## config.mk

```make
export PLATFORM = sky130hd
export DESIGN_NAME = ex_mem_wb_pipe
export DESIGN_NICKNAME = d
export VERILOG_FILES = /design/src/rtl/ex_mem_wb_pipe.sv
export SDC_FILE = /design/constraint.sdc
export NUM_CORES = 1
export LEC_CHECK = 0
export ABC_AREA = 1
export CAP_MARGIN = 40
export CORE_AREA = 2 2 113 115
export DETAILED_ROUTE_END_ITERATION = 8
export DIE_AREA = 0 0 115 117
export PLACE_DENSITY = 0.82
export SETUP_SLACK_MARGIN = 0.5
export SLEW_MARGIN = 20
export SYNTH_ARGS = -nofsm -noshare
export SYNTH_HDL_FRONTEND = slang
export SYNTH_SLANG_ARGS = --single-unit
```

## constraint.sdc

```tcl
create_clock -name clk -period 2 [get_ports clk]
set_input_delay 0.5 -clock clk [delete_from_list [all_inputs] [get_ports clk]]
set_output_delay 0.5 -clock clk [all_outputs]
set_load 0.01 [all_outputs]
```

## src/rtl/ex_mem_wb_pipe.sv

```systemverilog
// ex_mem_wb_pipe: EX/MEM and MEM/WB pipeline registers with the MEM-stage
// data-memory interface, the write-back data select and forwarding taps.
//
// Optional feature macro: PIPE_RETIRE_CNT_EN (adds retire_cnt output).
//
// Ports:
//   clk, rst_n              rising-edge clock, synchronous active-low reset
//   ex_*                    instruction presented by EX (control, rd, data)
//   ex_flush                kill the instruction entering EX/MEM
//   mem_stall               data memory not ready; hold EX/MEM, bubble MEM/WB
//   mem_rdata               combinational data-memory read data
//   dmem_addr/wdata/re/we   data-memory request from EX/MEM
//   fwd_rd1/data1/ld1       EX/MEM forwarding tap (rd is 0 unless it writes)
//   fwd_rd2/data2           MEM/WB forwarding tap
//   wb_reg_write/rd/data    register-file write port
//   retire_cnt              instructions entering MEM/WB (PIPE_RETIRE_CNT_EN)
module ex_mem_wb_pipe #(
  parameter int unsigned XLEN = 32
) (
  input  logic            clk,
  input  logic            rst_n,
  input  logic            ex_valid,
  input  logic            ex_reg_write,
  input  logic            ex_mem_read,
  input  logic            ex_mem_write,
  input  logic            ex_mem_to_reg,
  input  logic [4:0]      ex_rd,
  input  logic [XLEN-1:0] ex_alu_result,
  input  logic [XLEN-1:0] ex_rs2_data,
  input  logic            ex_flush,
  input  logic            mem_stall,
  input  logic [XLEN-1:0] mem_rdata,
  output logic [XLEN-1:0] dmem_addr,
  output logic [XLEN-1:0] dmem_wdata,
  output logic            dmem_re,
  output logic            dmem_we,
  output logic [4:0]      fwd_rd1,
  output logic [XLEN-1:0] fwd_data1,
  output logic            fwd_ld1,
  output logic [4:0]      fwd_rd2,
  output logic [XLEN-1:0] fwd_data2,
`ifdef PIPE_RETIRE_CNT_EN
  output logic [31:0]     retire_cnt,
`endif
  output logic            wb_reg_write,
  output logic [4:0]      wb_rd,
  output logic [XLEN-1:0] wb_data
);

  localparam int unsigned RW = 5;

  // EX/MEM stage registers
  logic            em_valid;
  logic            em_reg_write;
  logic            em_mem_read;
  logic            em_mem_write;
  logic            em_mem_to_reg;
  logic [RW-1:0]   em_rd;
  logic [XLEN-1:0] em_alu;
  logic [XLEN-1:0] em_rs2;

  // MEM/WB stage registers
  logic            mw_valid;
  logic            mw_reg_write;
  logic [RW-1:0]   mw_rd;
  logic [XLEN-1:0] mw_data;

  // Qualified capture: a flushed/invalid entry carries no side effects,
  // and x0 is never marked as written.
  logic            cap_valid;
  logic [XLEN-1:0] wb_sel;

  assign cap_valid = ex_valid & ~ex_flush;
  assign wb_sel    = em_mem_to_reg ? mem_rdata : em_alu;

  // EX/MEM: holds while memory stalls; stall wins over flush.
  always_ff @(posedge clk) begin
    if (!rst_n) begin
      em_valid      <= 1'b0;
      em_reg_write  <= 1'b0;
      em_mem_read   <= 1'b0;
      em_mem_write  <= 1'b0;
      em_mem_to_reg <= 1'b0;
      em_rd         <= '0;
      em_alu        <= '0;
      em_rs2        <= '0;
    end else if (!mem_stall) begin
      em_valid      <= cap_valid;
      em_reg_write  <= cap_valid & ex_reg_write & (ex_rd != RW'(0));
      em_mem_read   <= cap_valid & ex_mem_read;
      em_mem_write  <= cap_valid & ex_mem_write;
      em_mem_to_reg <= ex_mem_to_reg;
      em_rd         <= ex_rd;
      em_alu        <= ex_alu_result;
      em_rs2        <= ex_rs2_data;
    end
  end

  // MEM/WB: a stalled cycle inserts a bubble so nothing writes back twice.
  always_ff @(posedge clk) begin
    if (!rst_n || mem_stall) begin
      mw_valid     <= 1'b0;
      mw_reg_write <= 1'b0;
      mw_rd        <= '0;
      mw_data      <= '0;
    end else begin
      mw_valid     <= em_valid;
      mw_reg_write <= em_valid & em_reg_write;
      mw_rd        <= em_rd;
      mw_data      <= wb_sel;
    end
  end

`ifdef PIPE_RETIRE_CNT_EN
  // Counts instructions entering MEM/WB; wraps naturally at 2^32.
  logic [31:0] retire_cnt_q;
  always_ff @(posedge clk) begin
    if (!rst_n) begin
      retire_cnt_q <= '0;
    end else if (em_valid && !mem_stall) begin
      retire_cnt_q <= retire_cnt_q + 32'd1;
    end
  end
  assign retire_cnt = retire_cnt_q;
`endif

  // MEM-stage memory request; a stalled store keeps dmem_we asserted.
  assign dmem_addr  = em_alu;
  assign dmem_wdata = em_rs2;
  assign dmem_re    = em_valid & em_mem_read;
  assign dmem_we    = em_valid & em_mem_write;

  // Forwarding taps; stage-1 data is the ALU result even for loads.
  assign fwd_rd1   = em_reg_write ? em_rd : RW'(0);
  assign fwd_data1 = em_alu;
  assign fwd_ld1   = em_valid & em_mem_read;
  assign fwd_rd2   = mw_reg_write ? mw_rd : RW'(0);
  assign fwd_data2 = mw_data;

  assign wb_reg_write = mw_reg_write;
  assign wb_rd        = mw_rd;
  assign wb_data      = mw_data;

  // mw_valid is kept for visibility of retired bubbles vs. instructions.
  logic unused_ok;
  assign unused_ok = mw_valid;

endmodule

```

==> results.yml <==
global_route:
  antenna_found_initial: 0
  grt_max_degree: 70
  grt_pass1_vias: 3858
  track_usage_pct: 19.4
  grt_pass1_wl_um: 20200
  grt-ovfl-total: 0
timing:
  hold_viol: 0
  fin_crit_sh_pct: 82.3
  slew_violations: 0
  finalSetupTns_ps: 0
  worst_slew_pin_slew_ps: 647
  finalSetupViolations: 0
  skew_ps: 4.28
  fmax_mhz: 607
  period_needed_ps: 1650
  rsz0062_at_grt: "yes"
  slew_headroom_pct: 56.9
status:
  status: "finished clean"
place:
  dp_hpwl_um: 9980
  io_buffers: 288
  place_congestion: 0.787
route:
  num_vias: 4237
  routed_wl_um: 13600
  drt_iter0_markers: 190
  drc: 0
  wl_per_cell_um: 14.5
  ant_nets: 0
  drt-vias-per-instance: 4.53
  drtPass1Iterations: 4
critical_path:
  path_buf_inv: 4
  required_ps: 1500
  crit_family: "buffers and inverters"
  ff2ff_setup_slack_ps: 700
  cpMaxStageDelayCell: "dfxtp_4"
  critPathArrivalTime_ps: 1150
  r2r_end: "fwd_data2[5]"
  cp-start-kind: "register"
  worstPathCellList: "buf_12, buf_6, nand2_2, inv_2, buf_6"
  slowest_delay_ps: 370
  critPathKind: "register to output port"
  cp_max_fo: 4
  worst_r2r_path_depth: 4
  end_kind: "output port"
  reg2reg_from: "em_mem_to_reg"
  cp_common_cell: "buf_6"
synth:
  synth_ff_type: "dfxtp_1"
  synth.area.top_cells: "dfxtp_1, buf_4, nor2_1"
  synthTopCellsByCount: "nor2_1, dfxtp_1, nand2_1"
  yosysWarnings: 0
  seq_area_frac_synth_pct: 49.3
  synthArstFlopShare_pct: 0
  syn_avg_cell_area_um2: 8.06
  yosysTopAreaCellShare_pct: 49.3
  synth_top_area_cell: "dfxtp_1"
  ys_ff_latch: 112
  synth_cell_types: 19
  syn-num-nets: 674
  yosysMostFrequentCell: "nor2_1"
  netlist_area_um2: 4540
  syn_inst: 564
  synth_edf_count: 0
pwr:
  comb_power_share_pct: 17.8
  p_seq_share_pct: 49.2
  switchingPower_mw: 1.26
  switching_share_pct: 25.2
  p_leak_nw: 3.36
  irDropWorstVdd_uv: 516
  powerDensity_nw_per_um2: 690
  clkPwrFrac_pct: 33.0
  p_int_mw: 3.73
job:
  maxCapViolCount: 0
floorplanning:
  die_area_um2: 13500
  core_area_um2: 12300
  rows: 41
  start_util_pct: 36.9
  num_io_pins: 289
  die_w_um: 115
  die_h_um: 117
cts:
  cts_max_level: 3
  clk_pin_slew_ps: 70
  cts_tree: "done"
  cts-root-buf: "clkbuf_16"
  numCtsBuffers: 9
  clkLatencyLatePin_ps: 340
  ctsLongestPathBuffers: 2
  clock-sinks: 112
layout:
  syn_to_final_growth_pct: 59.1
  drive_gt1_share_pct: 17.8
  nets: 893
  diodes: 0
  utilization_pct: 58.7
worst_hold_path:
  hp-class: "register to register"
  hold_path_end: "em_mem_read"
  min_from: "em_mem_read"
  holdPathStages: 2
## routing by layer
| metal | vias up | GRT usage, % | wire [um] |
|---|---|---|---|
| met5 | - | 0 | 0 |
| met4 | 0 | 7.47 | 281 |
| met3 | 20 | 4.07 | 883 |
| met2 | 168 | 34.5 | 7000 |
| met1 | 1908 | 22.9 | 5440 |
| li1 | 2141 | - | - |
## worst max-delay path by stage
| stage | start | endpoint | slack [ps] | cells after the start |
|---|---|---|---|---|
| floorplan | em_valid | fwd_ld1 | 880 | 3 |
| global placement | wb_reg_write | fwd_rd2[4] | 270 | 3 |
| detailed placement | wb_reg_write | fwd_rd2[1] | 250 | 3 |
| CTS | wb_reg_write | fwd_rd2[1] | 280 | 4 |
| global route | wb_reg_write | fwd_rd2[3] | 310 | 5 |
| finish | wb_reg_write | fwd_rd2[3] | 350 | 5 |
## layout by cell type, fill, tap and decap left out, types with 8 or more instances in the layout
cell	instances
clkdlybuf4s50_1	107
a21oi_2	24
buf_6	14
clkbuf_2	14
dfxtp_2	26
o21ai_0	72
clkdlybuf4s15_1	58
nand2_1	72
clkbuf_16	9
a21oi_1	23
clkdlybuf4s15_2	8
inv_2	10
nor2_1	124
dfxtp_1	84
dlygate4sd2_1	86
buf_4	10
inv_1	15
## tightest hold or removal path, delay by kind of cell (launching register included)
| family | cells | cell delay, ps |
|---|---|---|
| AO/OA/AOI/OAI | 1 | 60 |
| flip-flops | 1 | 310 |
| AND/OR/NAND/NOR | 1 | 60 |
## through the flow
| step | setup WS (ps) | instances | total power, mW | hold slack, ps | area (um^2) |
|---|---|---|---|---|---|
| final | 353 | 935 | 4.99 | 471 | 7230 |
| after global routing | 308 | 935 | 5.23 | 499 | 7230 |
| after CTS | 283 | 934 | 5.04 | 459 | 7140 |
| after detailed placement | 247 | 913 | 3.51 | 445 | 6980 |
| after global placement | 267 | 913 | 3.49 | 459 | 6980 |
| after floorplan | 880 | 564 | 2.95 | 430 | 4540 |
## what timing repair did
item | in CTS | in global routing
endpoints found under the setup margin | 179 | 77
buffers inserted | 8 | 1
hold buffers | 0 | 0
gates resized for setup | 288 | 93
pin swaps | 0 | 0
## cell type report
cell class | count | area (um^2)
Timing Repair Buffer | 304 | 2860
Fill cell | 1151 | 5080
Clock inverter | 1 | 5.00
Clock buffer | 12 | 256
Multi-Input combinational cell | 329 | 1530
Inverter | 27 | 104
Sequential cell | 112 | 2280
Tap cell | 150 | 188
## logic make-up (layout without fill, tap and decap cells)
kind of cell    count (synthesis)  after routing  share of synthesized area [%]
simple gates                  209            209                           17.9
buf+inv                       123            344                           17.5
compound gates                120            120                           15.2
flops                         112            112                           49.3
## power groups by stage
stage | combinational [mW] | clock [mW] | sequential (mW)
6_report | 0.888 | 1.64 | 2.46
5_1_grt | 0.974 | 1.78 | 2.47
4_1_cts | 0.893 | 1.70 | 2.45
3_5_place_dp | 1.00 | 0 | 2.50
3_3_place_gp | 0.988 | 0 | 2.50
2_1_floorplan | 0.411 | 0 | 2.54
Power figures use the tool's default switching activity.
